[src/rtl/mmio_button_port_pkg.sv]
// Shared constants for the memory-mapped button port: register addresses,
// STATUS encoding modes and legacy button codes.
package bananachine_io_pkg;

  localparam logic [15:0] IO_STATUS_ADDR = 16'hFFFF;
  localparam logic [15:0] IO_EVENTS_ADDR = 16'hFFFE;

  localparam int unsigned MODE_LEGACY  = 0;
  localparam int unsigned MODE_BITMASK = 1;

  localparam int unsigned BTN_START = 1;
  localparam int unsigned BTN_LEFT  = 2;
  localparam int unsigned BTN_RIGHT = 3;

  typedef enum logic [1:0] {
    REG_NONE,
    REG_STATUS,
    REG_EVENTS
  } io_reg_e;

endpackage

[src/rtl/mmio_button_port_debouncer.sv]
// One button channel: 2-FF synchroniser on the raw active-low pin, a
// consecutive-difference debounce counter, and a one-cycle press pulse.
module button_debouncer
  import bananachine_io_pkg::*;
#(
  parameter int unsigned DEBOUNCE_CYCLES = 500000
) (
  input  logic clk,
  input  logic reset,
  input  logic button_n,
  output logic stable,
  output logic rise
);

  localparam int unsigned   CW   = $clog2(DEBOUNCE_CYCLES + 1);
  localparam logic [CW-1:0] LAST = CW'(DEBOUNCE_CYCLES - 1);

  logic [1:0]    sync;
  logic          pressed_sync;
  logic [CW-1:0] count;

  assign pressed_sync = ~sync[1];

  // count holds the number of differing cycles already seen, so the
  // DEBOUNCE_CYCLES-th differing cycle is the one that finds count == LAST
  always_ff @(posedge clk or negedge reset) begin
    if (!reset) begin
      sync   <= '1;
      stable <= 1'b0;
      count  <= '0;
      rise   <= 1'b0;
    end else begin
      sync <= {sync[0], button_n};
      rise <= 1'b0;
      if (pressed_sync == stable) begin
        count <= '0;
      end else if (count == LAST) begin
        stable <= pressed_sync;
        count  <= '0;
        rise   <= pressed_sync;
      end else begin
        count <= count + 1'b1;
      end
    end
  end

endmodule

[src/rtl/mmio_button_port.sv]
// Memory-mapped input port for active-low push buttons: STATUS (levels or
// legacy priority code) and sticky EVENTS (clear-on-read, write-1-to-clear).
module mmio_button_port
  import bananachine_io_pkg::*;
#(
  parameter int unsigned       WIDTH           = 16,
  parameter int unsigned       N_BUTTONS       = 3,
  parameter int unsigned       DEBOUNCE_CYCLES = 500000,
  parameter logic [WIDTH-1:0]  BASE_ADDR       = WIDTH'(IO_STATUS_ADDR),
  parameter int unsigned       MODE            = MODE_LEGACY
) (
  input  logic                 clk,
  input  logic                 reset,
  input  logic [N_BUTTONS-1:0] buttons_n,
  input  logic [WIDTH-1:0]     mem_address,
  input  logic                 loading,
  input  logic                 storing,
  input  logic [WIDTH-1:0]     data_to_mem_store,
  output logic                 io_hit,
  output logic [WIDTH-1:0]     io_read_data,
  output logic                 event_pending
);

  localparam logic [WIDTH-1:0] EVENTS_ADDR = BASE_ADDR - WIDTH'(1);

  logic [N_BUTTONS-1:0] stable;
  logic [N_BUTTONS-1:0] rise;
  logic [N_BUTTONS-1:0] events;
  logic [N_BUTTONS-1:0] clear_mask;
  logic [N_BUTTONS-1:0] events_next;
  logic [WIDTH-1:0]     status_value;
  logic [WIDTH-1:0]     read_value;
  logic                 read_req;
  io_reg_e              sel;

  for (genvar i = 0; i < N_BUTTONS; i++) begin : g_chan
    button_debouncer #(
      .DEBOUNCE_CYCLES(DEBOUNCE_CYCLES)
    ) u_debouncer (
      .clk     (clk),
      .reset   (reset),
      .button_n(buttons_n[i]),
      .stable  (stable[i]),
      .rise    (rise[i])
    );
  end

  if (N_BUTTONS < WIDTH) begin : g_store_pad
    logic unused_store_bits;
    assign unused_store_bits = ^data_to_mem_store[WIDTH-1:N_BUTTONS];
  end

  always_comb begin
    sel = REG_NONE;
    if (mem_address == BASE_ADDR) begin
      sel = REG_STATUS;
    end else if (mem_address == EVENTS_ADDR) begin
      sel = REG_EVENTS;
    end
  end

  assign read_req = loading && (sel != REG_NONE);

  // Descending scan so the lowest pressed channel (start) wins
  always_comb begin
    status_value = '0;
    if (MODE == MODE_BITMASK) begin
      status_value = WIDTH'(stable);
    end else begin
      for (int unsigned i = N_BUTTONS; i > 0; i--) begin
        if (stable[i-1]) status_value = WIDTH'(i);
      end
    end
  end

  assign read_value = (sel == REG_STATUS) ? status_value : WIDTH'(events);

  // A load wins over a simultaneous store; new presses win over any clear
  always_comb begin
    clear_mask = '0;
    if (sel == REG_EVENTS) begin
      if (loading) begin
        clear_mask = events;
      end else if (storing) begin
        clear_mask = data_to_mem_store[N_BUTTONS-1:0];
      end
    end
    events_next = (events & ~clear_mask) | rise;
  end

  always_ff @(posedge clk or negedge reset) begin
    if (!reset) begin
      events        <= '0;
      event_pending <= 1'b0;
      io_hit        <= 1'b0;
      io_read_data  <= '0;
    end else begin
      events        <= events_next;
      event_pending <= |events_next;
      io_hit        <= read_req;
      io_read_data  <= read_req ? read_value : '0;
    end
  end

endmodule

[config.mk]
export PLATFORM = sky130hd
export DESIGN_NAME = mmio_button_port
export DESIGN_NICKNAME = d
export VERILOG_FILES = /design/src/rtl/mmio_button_port_pkg.sv /design/src/rtl/mmio_button_port_debouncer.sv /design/src/rtl/mmio_button_port.sv
export SDC_FILE = /design/constraint.sdc
export NUM_CORES = 1
export LEC_CHECK = 0
export ABC_CLOCK_PERIOD_IN_PS = 2600
export CAP_MARGIN = 10
export CORE_UTILIZATION = 54
export DETAILED_ROUTE_END_ITERATION = 12
export PLACE_DENSITY_LB_ADDON = 0.05
export SLEW_MARGIN = 0
export SYNTH_ARGS = -nofsm -noshare
export SYNTH_HDL_FRONTEND = slang
export SYNTH_SLANG_ARGS = --single-unit
[constraint.sdc]
create_clock -name clk -period 2.6 [get_ports clk]
set_input_delay 0.52 -clock clk [delete_from_list [all_inputs] [get_ports clk]]
set_output_delay 0.52 -clock clk [all_outputs]
set_load 0.05 [all_outputs]
; ---- After elaboration in Yosys (flattened, before gate mapping)
; Cells that the tools add are included.
[totals]
register_bits = 90
elab_cells = 66
[op_classes]
add_sub_neg = 3
n_reduce_logical = 6
eq_ne = 10
n_mux = 22
bitwise = 9
[op_table]
columns = operator, n
row1 = 19-bit 2-to-1 mux, 6
row2 = 16-bit 2-to-1 mux, 4
row3 = "19-bit by 1-bit adder with 19-bit output, second input constant", 3
row4 = "19-bit equality test, second input constant", 3
row5 = "16-bit equality test, second input constant", 2
row6 = 3-bit 2-to-1 mux, 3
row7 = 1-bit 2-to-1 mux, 6
row8 = 2-bit 2-to-1 mux, 3
row9 = 1-bit inverter, 6
row10 = 2-bit AND reduction, 3
row11 = 3-bit bitwise AND, 1
row12 = 1-bit equality test, 3
row13 = 3-bit inverter, 1
row14 = 3-bit bitwise OR, 1
row15 = 3-bit OR reduction, 1
row16 = "2-bit by 1-bit equality test with 1-bit output, second input constant", 1
row17 = "2-bit equality test, second input constant", 1
row18 = 2-bit nonzero test, 1
row19 = 1-bit logical AND, 1

; ---- Longest topological paths before layout
; Gate-level depths: netlist of run 1.
[depth]
depth_word = 9
ltp_mapped = 5
depth_no_buf = 5

; ---- Hierarchy
; From an unflattened synthesis of run 1, not the netlist that was laid out.
[hier_totals]
cells_unflattened = 385
area_unflattened_um2 = 3843.7
[by_module_without_submodules]
columns = module, n_inst, seq_area_each_um2, area_per_inst_um2, cells_per_inst
row1 = button_debouncer, 3, 578.1, 1113.6, 111
row2 = mmio_button_port, 1, 200.2, 503.0, 52

; ---- Worst setup path before layout of run 1
; Ideal clock, no wire load.
[synth_timing]
kind = register -> register
startpoint = register g_chan[2].u_debouncer.count[6]
endpoint = register g_chan[2].u_debouncer.count[10]
t_arrival_ns = 1.779
synth_period_minus_slack_ns = 1.898
path_stages_with_launch = 6
setup_ns = 0.119
required_ns = 2.481
slack_ns = 0.702
path_cell_list = dfrtp_1 > or4_1 > or4_4 > o21ai_4 > buf_6 > nor2_1
[synth_between]
elab_chain_len = 3
word_cells_on_any_way = 4
[synth_rtl]
columns = item, line_no
row1 = from (decl), mmio_button_port_debouncer.sv:20  ; logic [CW-1:0] count;
row2 = from (signal assigned), mmio_button_port_debouncer.sv:42  ; count <= count + 1'b1;
row3 = 19-bit by 1-bit adder with 19-bit output / 19-bit equality test (equally long branches), "mmio_button_port_debouncer.sv:42, mmio_button_port_debouncer.sv:37"
row4 = 19-bit 2-to-1 mux (*), mmio_button_port_debouncer.sv:37  ; end else if (count == LAST) begin
row5 = 19-bit 2-to-1 mux (*), mmio_button_port_debouncer.sv:35  ; if (pressed_sync == stable) begin
; Every way passes the cells marked *; elsewhere a longest branch is shown, timed or not.
; A chain may end at the register's enable or synchronous reset.

; ---- Worst setup path after layout of run 1
[layout_timing]
startpoint = register g_chan[2].u_debouncer.count[6]
endpoint = register g_chan[2].u_debouncer.count[14]
; The elaborated chain is that of the path after synthesis.

==> flow_summary_export.csv, run 1 <==
group,metric,value,unit
floorplan,coreArea,0.00649,mm2
power_and_ir_drop,internal_power,0.00177,W
sta,max_slew_margin,38.2,%
layout,antenna_cells,0,
synth,syn_avg_cell_area,10.2,um2
power_and_ir_drop,power_density,542,mW/mm2
sta,setup_viol,0,
place,portBuffers,30,
clock_network,clock_latency,350,ps
power_and_ir_drop,vdd_drop_max,0.000303,V
route,drt_iter0_markers,98,
sta,period_needed,2110,ps
power_and_ir_drop,power.total,0.00232,W
sta,skew,11.4,ps
hold_path,hold_path_class,"in2async",
synth,synth_edf_count,0,
clock_network,cts_resized,0,
route,drc,0,
synth,synth_commonest_cells,"dfrtp_1, nor2_1, nand2_1",
clock_network,cts_setup_buffers,0,
synth,synth_top_area_share,47.6,%
setup_path,cp-end-kind,"flop",
power_and_ir_drop,power_frac_seq,53.2,%
sta,min_period_over_period,81.3,%
grt,grt_overflow,0,
setup_path,crit_type,"reg2reg",
power_and_ir_drop,p_clk_share,40.3,%
synth,yosysWarnings,0,
floorplan,ios,57,
route,antenna_left,0,
synth,synthesis.area,0.00373,mm2
clock_network,clock_path_buffers,2,
route,routed_via_density,5.70,
clock_network,cts_buffers,9,
synth,synth_top_cell_by_area,"dfrtp_1",
sta,tns,0,ps
grt,grt_pass1_vias,2652,
flow_run,max-cap-violations,0,
layout,design_area,0.00428,mm2
setup_path,startpoint_type,"flop",
clock_network,path_clk_slew,80,ps
synth,synth.area.top_cells,"dfrtp_1, xnor2_1, nor2_1",
route,dr.pass1.iters,5,
clock_network,cts_num_sinks,77,
synth,seq_area_frac_synth,51.8,%
place,gp_congestion,0.829,
power_and_ir_drop,power.switching,0.000547,W
sta,hold_viol,0,
synth,synthArstFlopShare,100,%
grt,grt_pass1_wl,12000,um
floorplan,start_util,57.5,%
sta,slew_viol_final,0,
route,wl_per_cell,13.8,um
sta,hold_ws,308,ps
grt,antenna_found_initial,0,
clock_network,cts_tree,"yes",
place,place_hpwl,4620,um
sta,rsz0062_at_grt,"no",
place,placed_area,0.00407,mm2
floorplan,die_area,0.00725,mm2
setup_path,worstPathArrival,2330,ps
status,status,"finished, final reports clean",
clock_network,hold_buffers,0,
clock_network,cts-root-buf,"clkbuf_8",
route,vias,2775,
floorplan,die_x,85.1,um
setup_path,required,2810,ps
power_and_ir_drop,comb_power_share,6.5,%
sta,tightest_slew,927,ps
layout,drive_above_1_share,7.80,%
sta,timing.fmax,473,MHz
synth,synthFlopType,"dfrtp_1",
floorplan,fp.dieH,85.1,um
grt,grt_start_max_net_pins,78,
synth,ys_ff_latch,77,
floorplan,rows,29,
layout,syn_to_final_growth,14.5,%
layout,fin_nets,447,
synth,yosysUniqueCellTypes,41,
power_and_ir_drop,switching_share,23.6,%
clock_network,h-tree-depth,3,
route,totalWireLength,6720,um
synth,syn_inst,367,
synth,synth_most_common_cell,"dfrtp_1",
setup_path,critPathMaxFanout,18,
power_and_ir_drop,leakage,1.72,nW
layout,stdcell_count,487,
grt,grt_use_total,21.3,%
place,dp_cells,471,
==> metal layers <==
metal / up-vias / wire length (um) / global-route usage [%]
met3: 7 / 282 / 6.81
met5: - / 0 / 0
met1: 1335 / 3280 / 27.8
met4: 0 / 106 / 7.40
li1: 1375 / - / -
met2: 58 / 3050 / 33.7
==> state kept, by name, summed over array words and instances (netlist names) <==
| register | count |
|---|---|
| g_chan.u_debouncer.count | 57 |
| g_chan.u_debouncer.sync | 6 |
| events | 3 |
| g_chan.u_debouncer.rise | 3 |
| g_chan.u_debouncer.stable | 3 |
| io_read_data | 3 |
| event_pending | 1 |
| io_hit | 1 |
==> metrics by stage <==
step	setup WS, ps	util (%)
after floorplan	702	-
after global placement	185	62.6
after detailed placement	170	62.6
after CTS	493	65.8
after global routing	323	65.8
final	487	65.8
==> final cells by class <==
cell class / instances / area [um2]
timing repair buffer: 33 / 320
sequential: 77 / 1930
clock inverter: 4 / 55.1
tap: 77 / 96.3
multi-input combinational: 274 / 1680
inverter: 10 / 37.5
fill: 534 / 2220
clock buffer: 12 / 155
==> cells by family after synthesis <==
group / count (synthesis) / share of synthesized area [%]
muxes: 1 / 0.268
buffers and inverters: 28 / 4.46
xor gates and xnor gates: 38 / 8.92
other: 1 / 0.100
AOI/OAI and AO/OA: 50 / 8.08
adders and majority gates: 3 / 1.01
and+or+nand+nor: 169 / 25.3
DFF: 77 / 51.8
==> critical path, stage by stage, from the launching register on <==
cell and delay (ps):
dfrtp_1 430, or4_1 530, or4_4 470, o21ai_4 430, nor2_1 110
==> cell usage in the layout, fill, tap and decap left out, drive strengths merged, types with 2 or more instances in the layout <==
master / instances
inv: 11
xor2: 16
and3: 2
nor4: 11
xnor2: 22
dfstp: 6
nor2: 44
o31ai: 8
nand2: 24
ha: 3
nor3: 6
nor4bb: 2
a21o: 2
buf: 4
nand4: 16
or4: 11
o21ai: 16
nand4b: 2
or3: 12
nand3: 19
a21oi: 22
and2: 5
and4: 10
conb: 13
clkdlybuf4s50: 29
nand4bb: 2
dfrtp: 71
nor4b: 2
clkbuf: 12
==> power groups by stage <==
| stage | Sequential (W) | Combinational [W] | Clock, W |
|---|---|---|---|
| floorplan | 0.00125 | 0.0000965 | 0 |
| global placement | 0.00125 | 0.000152 | 0 |
| detailed placement | 0.00126 | 0.000153 | 0 |
| CTS | 0.00123 | 0.000154 | 0.000968 |
| global route | 0.00123 | 0.000169 | 0.00101 |
| finish | 0.00123 | 0.000151 | 0.000933 |
==> final timing paths <==
check	slack (ps)	to	depth (start not counted)	from
worst max-delay path	490	g_chan[2].u_debouncer.count[14]	4	g_chan[2].u_debouncer.count[6]
worst min-delay path	310	g_chan[1].u_debouncer.count[17]	1	reset
worst max register to register	490	g_chan[2].u_debouncer.count[14]	4	g_chan[2].u_debouncer.count[6]
worst min register to register	360	g_chan[0].u_debouncer.sync[1]	0	g_chan[0].u_debouncer.sync[0]
max in group asynchronous	1700	g_chan[2].u_debouncer.count[11]	1	reset
min in group clk	360	g_chan[0].u_debouncer.sync[1]	0	g_chan[0].u_debouncer.sync[0]
No activity file was read; power rests on OpenSTA's default activity.
==> inputs of run 2 (changes only) <==
--- a/config.mk
+++ b/config.mk
@@ -5,7 +5,7 @@
 export SDC_FILE = /design/constraint.sdc
 export NUM_CORES = 1
 export LEC_CHECK = 0
-export ABC_CLOCK_PERIOD_IN_PS = 2600
+export ABC_CLOCK_PERIOD_IN_PS = 2000
 export CAP_MARGIN = 10
 export CORE_UTILIZATION = 54
 export DETAILED_ROUTE_END_ITERATION = 12
==> constraint.sdc (replaced) <==
create_clock -name clk -period 2 [get_ports clk]
set_input_delay 0.4 -clock clk [delete_from_list [all_inputs] [get_ports clk]]
set_output_delay 0.4 -clock clk [all_outputs]
set_load 0.05 [all_outputs]
==> flow_summary_export.csv, run 2 (synthesis results as in run 1) <==
group,metric,value,unit
floorplan,ios,57,
layout,reg_top3,"g_chan.u_debouncer.count x57, g_chan.u_debouncer.sync x6",
setup_path,slowest_stage,"or4_4",
layout,top_register,"g_chan.u_debouncer.count",
setup_path,worstPathArrival,2230,ps
clock_network,clock_path_buffers,2,
layout,final_common_cell,"dfrtp_1",
route,wl_per_cell,14.0,um
place,place_hpwl,5120,um
setup_path,startpoint_type,"input pin",
layout,multi_input_area,0.00168,mm2
route,routed_via_density,5.64,
grt,grt_pass1_wl,12400,um
grt,grt_pass1_vias,2844,
clock_network,path_clk_slew,70,ps
layout,fin_nets,467,
sta,timing.fmax,508,MHz
clock_network,h-tree-depth,3,
setup_path,cpPeakStageDelay,580,ps
floorplan,coreArea,0.00649,mm2
place,dp_cells,488,
status,status,"finished, final reports clean",
route,vias,2857,
clock_network,clock_latency,340,ps
setup_path,crit_type,"in2reg",
layout,largest_reg_flops,57,
sta,hold_viol,0,
layout,syn_to_final_growth,18.7,%
layout,nFillCells,537,
sta,skew,12.3,ps
sta,hold_ws,360,ps
flow_run,max-cap-violations,0,
setup_path,critPathTopFamily,"simple AND/OR/NAND/NOR gates",
route,antenna_left,0,
layout,regArea,0.00193,mm2
grt,grt_use_total,21.6,%
grt,grt_start_max_net_pins,36,
sta,max_slew_margin,66.7,%
floorplan,fp.dieH,85.1,um
sta,setup_viol,0,
sta,tightest_slew,495,ps
clock_network,cts_buffers,9,
clock_network,cts_num_sinks,77,
layout,stdcell_count,507,
floorplan,start_util,57.5,%
setup_path,critPathMaxFanout,3,
route,totalWireLength,7100,um
layout,antenna_cells,0,
sta,slew_viol_final,0,
grt,grt_overflow,0,
sta,rsz0062_at_grt,"no",
power_and_ir_drop,power_density,651,mW/mm2
place,gp_congestion,0.798,
route,drc,0,
setup_path,required,2260,ps
route,dr.pass1.iters,4,
clock_network,cts-root-buf,"clkbuf_8",
floorplan,die_area,0.00725,mm2
sta,period_needed,1970,ps
setup_path,cp-end-kind,"flop",
power_and_ir_drop,leakage,1.81,nW
sta,min_period_over_period,98.4,%
setup_path,crit_buf_inv,1,
layout,drive_above_1_share,12.1,%
layout,final_cell_mix,"dfrtp_1, nor2_1, clkdlybuf4s50_1",
floorplan,rows,29,
power_and_ir_drop,vdd_drop_max,0.000532,V
clock_network,cts_tree,"yes",
place,portBuffers,30,
setup_path,worstPathCellList,"clkdlybuf4s50_1 > nand4_1 > or4_4 > or4_1 > a21oi_1",
grt,antenna_found_initial,0,
route,drt_iter0_markers,92,
floorplan,die_x,85.1,um
hold_path,hold_path_class,"reg2reg",
==> run 2: changes by cell type in the layout (fill, tap and decap cells not counted), sizes merged <==
cell         change
bufinv           -1
dlygate4sd3      +1
clkinv           +1
buf             +19
clkbuf           +1
inv              -1
==> run 2: path summary, 6_finish.rpt <==
path,startpoint,end,slack [ps],cells past startpoint
hold reg to reg,g_chan[1].u_debouncer.sync[0],g_chan[1].u_debouncer.sync[1],360,0
max in group asynchronous,reset,g_chan[0].u_debouncer.sync[1],870,3
hold / removal,g_chan[1].u_debouncer.sync[0],g_chan[1].u_debouncer.sync[1],360,0
setup reg to reg,g_chan[2].u_debouncer.count[6],g_chan[2].u_debouncer.count[17],90,5
min in group asynchronous,reset,g_chan[1].u_debouncer.count[6],510,2
setup / recovery,mem_address[11],io_read_data[1],30,5
==> run 2: layout make-up <==
cell class / instances / area share [%]
multi-input combinational: 274 / 38.0
clock inverter: 3 / 0.480
timing repair buffer: 53 / 11.2
sequential: 77 / 43.7
clock buffer: 13 / 3.59
inverter: 10 / 0.847
tap: 77 / 2.18
==> run 2: worst reg2reg max path, stage by stage, from the launching register on <==
cell	delay, ps
dfrtp_1	390
or4_1	550
or4_4	470
o21ai_4	160
buf_12	160
a21oi_1	50
==> run 2: report_power, final <==
part           internal, W  total (W)  switching (W)
Combinational    0.0000832   0.000218       0.000134
Sequential         0.00158    0.00160      0.0000208
Clock             0.000520    0.00106       0.000542
Total              0.00219    0.00288       0.000697
==> run 2: what timing repair did <==
item                                   CTS  global route
setup endpoints to repair                0             2
hold buffers                             1             0
setup buffers                            0             2
endpoints found under the hold margin   25             0
gates resized for setup                  0             2
==> run 2: routing by layer <==
layer  vias to the layer above  GRT usage [%]  wire [um]
met1                      1365           27.8       3320
met4                         0           8.94        121
met2                        57           35.6       3380
li1                       1422              -          -
met5                         -              0          0
met3                        13           4.86        276
==> run 2: metrics by stage <==
stage | setup TNS (ps) | setup slack, ps | area (um2) | power (W) | utilization, %
finish | 0 | 31.5 | 4430 | 0.00288 | 68.2
detailed placement | -615 | -343 | 4220 | 0.00185 | 64.9
floorplan | 0 | 102 | 3780 | 0.00175 | -
global route | 0 | 4.88 | 4430 | 0.00301 | 68.2
global placement | -559 | -278 | 4220 | 0.00184 | 64.9
CTS | 0 | 1.87 | 4410 | 0.00293 | 67.9
==> inputs of run 3 (changes only) <==
--- a/config.mk
+++ b/config.mk
@@ -5,7 +5,6 @@
 export SDC_FILE = /design/constraint.sdc
 export NUM_CORES = 1
 export LEC_CHECK = 0
-export ABC_CLOCK_PERIOD_IN_PS = 2000
 export CAP_MARGIN = 10
 export CORE_UTILIZATION = 54
 export DETAILED_ROUTE_END_ITERATION = 12
==> results of run 3 <==
Final layout, timing and power as in run 2 (identical DEF).
